--- config.mk ---
export PLATFORM = sky130hd
export DESIGN_NAME = dmux_sync_tx
export DESIGN_NICKNAME = d
export VERILOG_FILES = /design/src/rtl/dmux_sync_pkg.sv /design/src/rtl/sync_ff.sv /design/src/rtl/dmux_sync_tx.sv
export SDC_FILE = /design/constraint.sdc
export NUM_CORES = 1
export LEC_CHECK = 0
export BUFFER_PORTS_ARGS = -buffer_cell sky130_fd_sc_hd__buf_2
export CELL_PAD_IN_SITES_DETAIL_PLACEMENT = 0
export CELL_PAD_IN_SITES_GLOBAL_PLACEMENT = 2
export CORE_MARGIN = 3
export CORE_UTILIZATION = 25
export CTS_CLUSTER_SIZE = 28
export DETAILED_ROUTE_END_ITERATION = 8
export GPL_ROUTABILITY_DRIVEN = 0
export PLACE_DENSITY = 0.74
export SETUP_SLACK_MARGIN = 0.02
export SLEW_MARGIN = 10
export SYNTH_ARGS = -nofsm -noshare
export SYNTH_HDL_FRONTEND = slang
export SYNTH_SLANG_ARGS = --single-unit
--- constraint.sdc ---
create_clock -name src_clk -period 3.8 [get_ports src_clk]
set_clock_uncertainty 0.05 [all_clocks]
set_input_delay 0.38 -clock src_clk [delete_from_list [all_inputs] [get_ports src_clk]]
set_output_delay 0.38 -clock src_clk [all_outputs]
set_load 0.05 [all_outputs]
--- src/rtl/dmux_sync_pkg.sv ---
// -----------------------------------------------------------------------------
// dmux_sync_pkg
// Shared definitions for the toggle-based data mux synchronizer pair
// (dmux_sync_tx on the source side, its receiver on the destination side).
//   sync_state_e  : two-state handshake FSM encoding (IDLE, BUSY)
//   DEFAULT_DEPTH : default number of synchronizer flops on a crossing toggle
// -----------------------------------------------------------------------------
package dmux_sync_pkg;

  typedef enum logic {
    IDLE = 1'b0,
    BUSY = 1'b1
  } sync_state_e;

  localparam int unsigned DEFAULT_DEPTH = 2;

endpackage : dmux_sync_pkg

--- src/rtl/sync_ff.sv ---
// -----------------------------------------------------------------------------
// sync_ff
// DEPTH-stage single-bit synchronizer for a level/toggle signal arriving from
// an unrelated clock domain.
// Ports:
//   clk   in  1  destination clock
//   rst_n in  1  asynchronous active-low reset, clears every stage to 0
//   d     in  1  asynchronous input
//   q     out 1  synchronized output (last stage)
// -----------------------------------------------------------------------------
module sync_ff
  import dmux_sync_pkg::*;
#(
  parameter int unsigned DEPTH = DEFAULT_DEPTH
) (
  input  logic clk,
  input  logic rst_n,
  input  logic d,
  output logic q
);

  logic [DEPTH-1:0] sync_q;

  // NOTE: every stage is reset, not just the output one; an unreset stage
  // would shift an X (or a stale toggle) out after reset and fake an edge.
  always_ff @(posedge clk or negedge rst_n) begin
    if (!rst_n) begin
      sync_q <= '0;
    end else begin
      sync_q <= {sync_q[DEPTH-2:0], d};
    end
  end

  assign q = sync_q[DEPTH-1];

endmodule : sync_ff

--- src/rtl/dmux_sync_tx.sv ---
// -----------------------------------------------------------------------------
// dmux_sync_tx
// Source side of the toggle-based data mux synchronizer. A word accepted on a
// valid/ready handshake is registered onto tx_data and announced by flipping
// tx_toggle. No new word is accepted until the transfer is complete:
//   DMUX_SYNC_TX_ACK_EN defined   : wait until the destination's echoed toggle
//                                   (ack_toggle, synchronized) equals tx_toggle
//   DMUX_SYNC_TX_ACK_EN undefined : wait a fixed HOLD_CYCLES source cycles;
//                                   ack_toggle is then ignored
// Ports:
//   src_clk    in  1      source clock
//   src_rst_n  in  1      asynchronous active-low reset
//   src_valid  in  1      word offered on src_data
//   src_ready  out 1      block can accept a word (registered)
//   src_data   in  WIDTH  word to transfer
//   tx_toggle  out 1      request toggle to the receiver (registered)
//   tx_data    out WIDTH  held word to the receiver (registered)
//   ack_toggle in  1      echoed receiver toggle, asynchronous to src_clk
// -----------------------------------------------------------------------------
module dmux_sync_tx
  import dmux_sync_pkg::*;
#(
  parameter int unsigned DEPTH       = DEFAULT_DEPTH,
  parameter int unsigned WIDTH       = 8,
  parameter logic        RST_VAL     = 1'b0,
  parameter int unsigned HOLD_CYCLES = 8
) (
  input  logic             src_clk,
  input  logic             src_rst_n,
  input  logic             src_valid,
  output logic             src_ready,
  input  logic [WIDTH-1:0] src_data,
  output logic             tx_toggle,
  output logic [WIDTH-1:0] tx_data,
  input  logic             ack_toggle
);

  sync_state_e      state_q, state_d;
  logic             ready_q;
  logic             toggle_q;
  logic [WIDTH-1:0] data_q;
  logic             accept;
  logic             leave_busy;

  // ready_q mirrors state_q == IDLE, so it alone qualifies the handshake.
  assign accept = src_valid && ready_q;

`ifdef DMUX_SYNC_TX_ACK_EN
  localparam int unsigned unused_hold = HOLD_CYCLES;

  logic ack_sync;

  sync_ff #(
    .DEPTH (DEPTH)
  ) u_ack_sync (
    .clk   (src_clk),
    .rst_n (src_rst_n),
    .d     (ack_toggle),
    .q     (ack_sync)
  );

  // Equality only: the direction of the echoed edge carries no information.
  assign leave_busy = (ack_sync == toggle_q);
`else
  localparam int unsigned            unused_depth = DEPTH;
  localparam int unsigned            CNT_W        = $clog2(HOLD_CYCLES + 1);
  localparam logic [CNT_W-1:0]       HOLD_LOAD    = CNT_W'(HOLD_CYCLES - 1);
  localparam logic [CNT_W-1:0]       CNT_ONE      = CNT_W'(1);

  logic             unused_ack;
  logic [CNT_W-1:0] hold_cnt_q;

  assign unused_ack = ack_toggle;

  always_ff @(posedge src_clk or negedge src_rst_n) begin
    if (!src_rst_n) begin
      hold_cnt_q <= '0;
    end else if (accept) begin
      hold_cnt_q <= HOLD_LOAD;
    end else if (state_q == BUSY && hold_cnt_q != '0) begin
      hold_cnt_q <= hold_cnt_q - CNT_ONE;
    end
  end

  // Leave on the edge where the counter reaches 0 so that, with ready
  // registered, the next accept lands exactly HOLD_CYCLES edges after the
  // previous one. A zero load (HOLD_CYCLES == 1) leaves on the first busy edge.
  assign leave_busy = (hold_cnt_q <= CNT_ONE);
`endif

  // NOTE: state_d gets its default before the case so that no path through
  // this block leaves it unassigned, which would infer a latch.
  always_comb begin
    state_d = state_q;
    unique case (state_q)
      IDLE:    if (accept)     state_d = BUSY;
      BUSY:    if (leave_busy) state_d = IDLE;
      default: state_d = IDLE;
    endcase
  end

  // NOTE: sequential state uses non-blocking assignments so every flop
  // samples pre-edge values regardless of statement or process order.
  always_ff @(posedge src_clk or negedge src_rst_n) begin
    if (!src_rst_n) begin
      state_q  <= IDLE;
      ready_q  <= 1'b1;
      toggle_q <= 1'b0;
      data_q   <= {WIDTH{RST_VAL}};
    end else begin
      state_q <= state_d;
      ready_q <= (state_d == IDLE);
      if (accept) begin
        data_q   <= src_data;
        toggle_q <= ~toggle_q;
      end
    end
  end

  assign src_ready = ready_q;
  assign tx_toggle = toggle_q;
  assign tx_data   = data_q;

endmodule : dmux_sync_tx
# Word-level counts from Yosys, hierarchy flattened
# Index checks and enable logic that the tools add are counted.
dict set report op_classes {
  muxes 5
  addsub 1
  bitwise 3
  n_lt_le_gt_ge 1
  reduce_logical 4
}
# operator n
set op_table {}
lappend op_table {{2-to-1 mux 4 bit} 2}
lappend op_table {{<= comparator 4 x 1 -> 1 bit (second input constant)} 1}
lappend op_table {{nonzero test 4 bit} 1}
lappend op_table {{subtractor 4 x 1 -> 4 bit (second input constant)} 1}
lappend op_table {{inverter 1 bit} 3}
lappend op_table {{logical AND 1 bit} 2}
lappend op_table {{2-to-1 mux 1 bit} 2}
lappend op_table {{one-hot mux 1 bit (2 select lines)} 1}
lappend op_table {{nonzero test 2 bit} 1}
dict set report totals {
  wordCells 19
  inputBits 12
  reg_bits 15
  output_inout_bits 10
}

# Depth between registers and ports, before layout
# Gate-level depths: netlist of the first run.
dict set report logic_depth {
  ltp_word 4
  mapped_depth 5
  ltp_nobuf 5
}

# Worst setup path before layout of the first run
# OpenSTA, ideal clock, no wires.
dict set report synth_path {
  path_type {register -> register}
  from {reg ready_q, in the netlist src_ready}
  to {reg data_q[5], in the netlist tx_data[5]}
  required_time_ns 3.625
  arrival_ns 1.344
  path_slack_ns 2.281
  stages_incl_launch_ff 4
  path_buffers 1
  synth_period_minus_slack_ns 1.519
  setup_time_ns 0.125
  cell_sequence {dfstp_2 > nand2_1 > buf_2 > mux2_2}
}
dict set report synth_via {
  elab_chain_len 1
}
# item line
set synth_lines {}
lappend synth_lines {{from (decl)} dmux_sync_tx.sv:39} ;# logic ready_q;
lappend synth_lines {{from (signal assigned)} dmux_sync_tx.sv:112} ;# ready_q <= (state_d == IDLE);
lappend synth_lines {{logical AND 1 bit} dmux_sync_tx.sv:46} ;# assign accept = src_valid && ready_q;
lappend synth_lines {{to (signal assigned)} dmux_sync_tx.sv:109} ;# data_q <= {WIDTH{RST_VAL}};
lappend synth_lines {{to (signal assigned)} dmux_sync_tx.sv:114} ;# data_q <= src_data;
lappend synth_lines {{to (decl)} dmux_sync_tx.sv:41} ;# logic [WIDTH-1:0] data_q;
# No other way between the ends.
# A chain may end at the register's enable or synchronous reset.

# Worst setup path after layout of the first run
dict set report layout_path {
  from {reg hold_cnt_q[0]}
  to {reg hold_cnt_q[1]}
}
dict set report layout_via {
  elab_chain_len 3
  elab_cells_between_ends 6
  classes_between {add/sub (1); mux (2); reduce/logical (3)}
}
# item line
set layout_lines {}
lappend layout_lines {{from (decl)} dmux_sync_tx.sv:71} ;# logic [CNT_W-1:0] hold_cnt_q;
lappend layout_lines {{from (signal assigned)} dmux_sync_tx.sv:81} ;# hold_cnt_q <= hold_cnt_q - CNT_ONE;
lappend layout_lines {{subtractor 4 x 1 -> 4 bit or nonzero test 4 bit (tied branches)} {dmux_sync_tx.sv:81, dmux_sync_tx.sv:80}}
lappend layout_lines {{2-to-1 mux 4 bit or logical AND 1 bit (tied branches)} dmux_sync_tx.sv:80} ;# end else if (state_q == BUSY && hold_cnt_q != '0) begin
lappend layout_lines {{2-to-1 mux 4 bit or nonzero test 2 bit (tied branches)} -}
# Several ways; a longest one is shown, not always the timed one. The select of a mux whose other input is x is not followed.

==> results of run 1 <==
[report_power, final]
group          switching (W)  internal, W  total (W)
sequential         0.0000554     0.000241   0.000296
combinational       0.000282     0.000128   0.000411
clock              0.0000461    0.0000407  0.0000868
[final cells by class]
type,count,area share
Tap cell,28,0.0429
Inverter,2,0.00920
Sequential cell,15,0.462
Multi-Input combinational cell,32,0.319
Clock buffer,4,0.0322
Timing Repair Buffer,21,0.135
[registers in the layout, summed over array words and instances, names as in the netlist]
| signal | flops |
|---|---|
| tx_data | 8 |
| state_q | 1 |
| tx_toggle | 1 |
| src_ready | 1 |
| hold_cnt_q | 4 |
[per-stage QoR]
step / setup WS, ns / cell area, um2
floorplan: 2.28 / 657
global placement: 2.28 / 779
detailed placement: 2.27 / 779
CTS: 2.26 / 816
global route: 2.15 / 816
finish: 2.26 / 816
[worst paths after layout]
| kind | slack (ns) | to |
|---|---|---|
| worst max-delay path | 2.26 | hold_cnt_q[1]$_DFFE_PN0P_ |
| worst min register to register | 0.43 | tx_toggle$_DFFE_PN0P_ |
| max in group asynchronous | 2.93 | src_ready$_DFF_PN1_ |
| min in group asynchronous | 0.47 | hold_cnt_q[1]$_DFFE_PN0P_ |
| worst min-delay path | 0.28 | tx_data[6]$_DFFE_PN0P_ |
| worst max register to register | 2.26 | hold_cnt_q[1]$_DFFE_PN0P_ |
[logic make-up after synthesis]
logic type | Yosys count
flip-flops | 15
AO/OA/AOI/OAI | 10
AND/OR/NAND/NOR | 10
multiplexers | 8
buffers and inverters | 4
adder cells (fa/ha/maj) | 3
XOR/XNOR | 1
[synthesized netlist by cell type (2+ instances only)]
library cell / number
a21oi_1: 3
and3_2: 3
dfrtp_1: 14
ha_1: 3
inv_1: 2
mux2_2: 8
nand2_1: 2
o21ai_0: 2
o21ai_1: 2
[per-layer routing]
metal | share of wire | track usage
met1 | 0.45 | 0.0891
met2 | 0.44 | 0.132
met3 | 0.098 | 0.0498
met4 | 0.012 | 0.0397
met5 | 0 | 0
[worst reg2reg max path: cells and delay by family (launching register included)]
family                   cells  cell delay, ns
buffers and inverters        1            0.10
AO/OA/AOI/OAI                1            0.12
AND/OR/NAND/NOR              2            0.63
adder cells (fa/ha/maj)      1            0.13
flip-flops                   1            0.43
[what timing repair did]
action,CTS,global route
hold buffers,1,0
endpoints found under the hold margin,14,0
resized for setup,0,0
==> flow_summary.toml, run 1 <==
[floorplan]
die_x_um = 57.3
rows = 17
coreArea_um2 = 2340
die-area_um2 = 3280
top_level_ports = 22
initial_core_util = 0.281
fp.dieH_um = 57.3

[detailed_routing]
detail-route-antenna-nets = 0
finalWirelength_um = 1170
post_drt_wl_per_cell_um = 11.5
drtPass1Iterations = 4
drt-initial-drc-count = 9
vias = 483
drc = 0
vias_per_cell = 4.74

[critical_path]
start_kind = "flop"
critPathMaxStageDelay_ns = 0.43
critPathKind = "flop to flop"
cp.depth = 5
startpoint = "hold_cnt_q[0]$_DFFE_PN0P_"
crit_required_ns = 3.95
cp_slowest_cell = "dfrtp_1"
cp-end-kind = "flop"
crit_fanout = 6
r2r_cells = 5
crit_chain = "inv_1 -> ha_1 -> or3b_4 -> and3_2 -> o21ai_1"
timing.rr.start = "hold_cnt_q[0]$_DFFE_PN0P_"
cpLargestDelayFamily = "simple AND/OR/NAND/NOR gates"
path_buf_inv = 1
arrival_ns = 1.69

[clocking]
cts_made_buffers = 3
cts_setup_buffers = 0
clkSinkCount = 15
cts_root_buf = "clkbuf_4"
clk_latency_ns = 0.28
cts_buffer_depth = 2
cts_tree = "done"
cts.clk_slew.worst_paths_ns = 0.08
cts_max_level = 1

[cells_and_area]
multi_input_area_um2 = 260
final_util = 0.349
final_common_cell = "buf_2"
syn2layout_area_growth_pct = 24.2
seqCellArea_um2 = 377
fillers = 243
instances_no_fill = 102
nNetsFinal = 90
drive_gt1_frac = 0.486
diodes = 0
final_cell_mix = "20 x buf_2, 14 x dfrtp_1, 8 x mux2_2"

[power]
power_w = 0.000794
p_per_area_nw_per_um2 = 973
peakVddDrop_mv = 0.503
p_leak_nw = 0.392

[global_route]
grt_max_degree = 16
track_usage = 0.0837
grt_pass1_vias = 458
grt_first_pass_wirelength_um = 2040
overflow = 0
antenna_found_initial = 0

[timing]
max_freq_mhz = 648
worst_slew_pin_slew_ns = 0.589
hold-worst-slack_ns = 0.281
final_max_slew_viol_count = 0
hold_violations = 0
rsz0062_at_grt = "no"
max_slew_margin = 0.606
period_minus_slack_ns = 1.54
setup_violations = 0
fin_crit_sh = 0.406
setup_tns_ns = 0

[job]
maxCapViolations = 0

[synthesis]
synthMuxAreaShare = 0.137
synth_top_family_by_area = "multiplexers"
ys_seq_area_frac = 0.573
ys_ff_latch = 15
syn_nets = 66
synth_compound_area_frac = 0.0857
synth.top_cell.area_share = 0.533
synth_xor_area_frac = 0.0133
syn_inst = 51
yosys_warnings = 0
synthSimpleGateAreaFrac = 0.103
synthAdderAreaFrac = 0.0571
synth_top_area_cell = "dfrtp_1"
synth_ff_type = "dfrtp_1"
async_flop_share = 1.00
synth.cell_area_um2 = 657
yosysUniqueCellTypes = 21
synthTopCellsByArea = "dfrtp_1 53%, mux2_2 14%, ha_1 5.7%"
syn_avg_cell_area_um2 = 12.9
synth_edf_count = 0

[placement]
place_inst = 97
portBuffers = 20
hpwl_um = 829

[status]
status = "finished clean"

[hold_path]
hold_path_depth = 2
hp-start = "src_data[6]"
hp-class = "primary input to flop"
No activity file was read; power rests on OpenSTA's default activity.
==> run 2: changes to the inputs <==
Clock period 3.8 ns to 1.5 ns, I/O delays scaled along.
==> flow_summary.toml, run 2 (synthesized netlist as in run 1, its figures left out) <==
[global_route]
grt_first_pass_wirelength_um = 2170
grt_max_degree = 16
antenna_found_initial = 0
grt_pass1_vias = 504
overflow = 0
track_usage = 0.0866

[cells_and_area]
syn2layout_area_growth_pct = 31.6
largest_register_ffs = 8
fin_area_um2 = 865
diodes = 0
final_common_cell = "buf_2"
nNetsFinal = 94
final_cell_mix = "20 x buf_2, 14 x dfrtp_1, 8 x mux2_2"
instances_no_fill = 106
drive_gt1_frac = 0.603
fillers = 233

[placement]
place_inst = 100
place_area_um2 = 805
portBuffers = 20

[power]
p_leak_nw = 0.413
power_w = 0.00213
peakVddDrop_mv = 1.08
p_per_area_nw_per_um2 = 2470

[timing]
hold_violations = 0
worst_slew_pin_slew_ns = 0.359
period_minus_slack_ns = 1.45
max_slew_margin = 0.760
max_freq_mhz = 691
rsz0062_at_grt = "yes"
setup_tns_ns = 0
setup_violations = 0
fin_crit_sh = 0.965
final_max_slew_viol_count = 0

[critical_path]
start_kind = "flop"
critPathKind = "flop to flop"
crit_required_ns = 1.66
arrival_ns = 1.61
cp-end-kind = "flop"
crit_fanout = 6

[floorplan]
coreArea_um2 = 2340
die_x_um = 57.3
initial_core_util = 0.281
top_level_ports = 22
fp.dieH_um = 57.3
rows = 17
die-area_um2 = 3280

[clocking]
cts_tree = "done"
clk_latency_ns = 0.28
clkSinkCount = 15
cts_buffer_depth = 2
cts.clk_slew.worst_paths_ns = 0.09
cts_made_buffers = 3
cts_max_level = 1
cts_root_buf = "clkbuf_4"

[job]
maxCapViolations = 0

[detailed_routing]
post_drt_wl_per_cell_um = 11.9
detail-route-antenna-nets = 0
finalWirelength_um = 1270
drtPass1Iterations = 2
vias_per_cell = 4.52
drt-initial-drc-count = 15
drc = 0
vias = 479

[status]
status = "finished clean"

[hold_path]
hp-class = "primary input to flop"
==> run 2: critical path: stages, from the launching register on <==
cell	delay [ns]
dfrtp_1	0.40
inv_2	0.06
ha_1	0.12
or3b_4	0.42
and3_2	0.23
o21ai_1	0.10
==> run 2: cell type report <==
cell class / instances / area, um2 / share of cell area
multi-input cells: 32 / 279 / 0.323
repair buffers: 25 / 140 / 0.162
well taps: 28 / 35.0 / 0.0405
flip-flops and latches: 15 / 377 / 0.436
clock buffers: 4 / 26.3 / 0.0304
inverters: 2 / 7.51 / 0.00868
==> run 2: per-stage QoR <==
stage | util | setup slack [ns] | hold slack, ns
floorplan | - | 0.0415 | -0.196
global placement | 0.344 | 0.0556 | 0.0251
detailed placement | 0.344 | 0.0348 | 0.0306
CTS | 0.363 | 0.0309 | 0.0318
global route | 0.370 | -0.0141 | 0.0235
finish | 0.370 | 0.0528 | 0.0469
==> run 2: routing by layer <==
metal | part of all wire | track usage | routed length, um | vias up
met4 | 0 | 0.00993 | 0 | 0
li1 | - | - | - | 234
met2 | 0.43 | 0.132 | 539 | 20
met3 | 0.092 | 0.0498 | 116 | 0
met1 | 0.48 | 0.110 | 609 | 225
met5 | 0 | 0 | 0 | -
==> run 2: power by group <==
part           internal [W]  leakage, nW  switching [W]
sequential         0.000611        0.172       0.000113
clock              0.000103       0.0150       0.000119
combinational      0.000401        0.226       0.000786
total               0.00112        0.413        0.00102
==> run 2: timing repair <==
item                                   4_1_cts  5_1_grt
setup endpoints to repair                    1        5
pin swaps                                    0        3
hold buffers                                 1        0
buffers inserted                             1        0
endpoints found under the hold margin       14        0
resized for setup                            0        6
==> run 2: final timing paths <==
kind,to,start,slack [ns],cells after the start
max in group asynchronous,src_ready$_DFF_PN1_,src_rst_n,0.85,2
setup reg to reg,hold_cnt_q[1]$_DFFE_PN0P_,hold_cnt_q[1]$_DFFE_PN0P_,0.05,5
min in group asynchronous,hold_cnt_q[1]$_DFFE_PN0P_,src_rst_n,0.24,2
hold / removal,tx_data[5]$_DFFE_PN0P_,src_data[5],0.05,2
setup / recovery,hold_cnt_q[1]$_DFFE_PN0P_,hold_cnt_q[1]$_DFFE_PN0P_,0.05,5
hold reg to reg,tx_toggle$_DFFE_PN0P_,tx_toggle$_DFFE_PN0P_,0.42,1
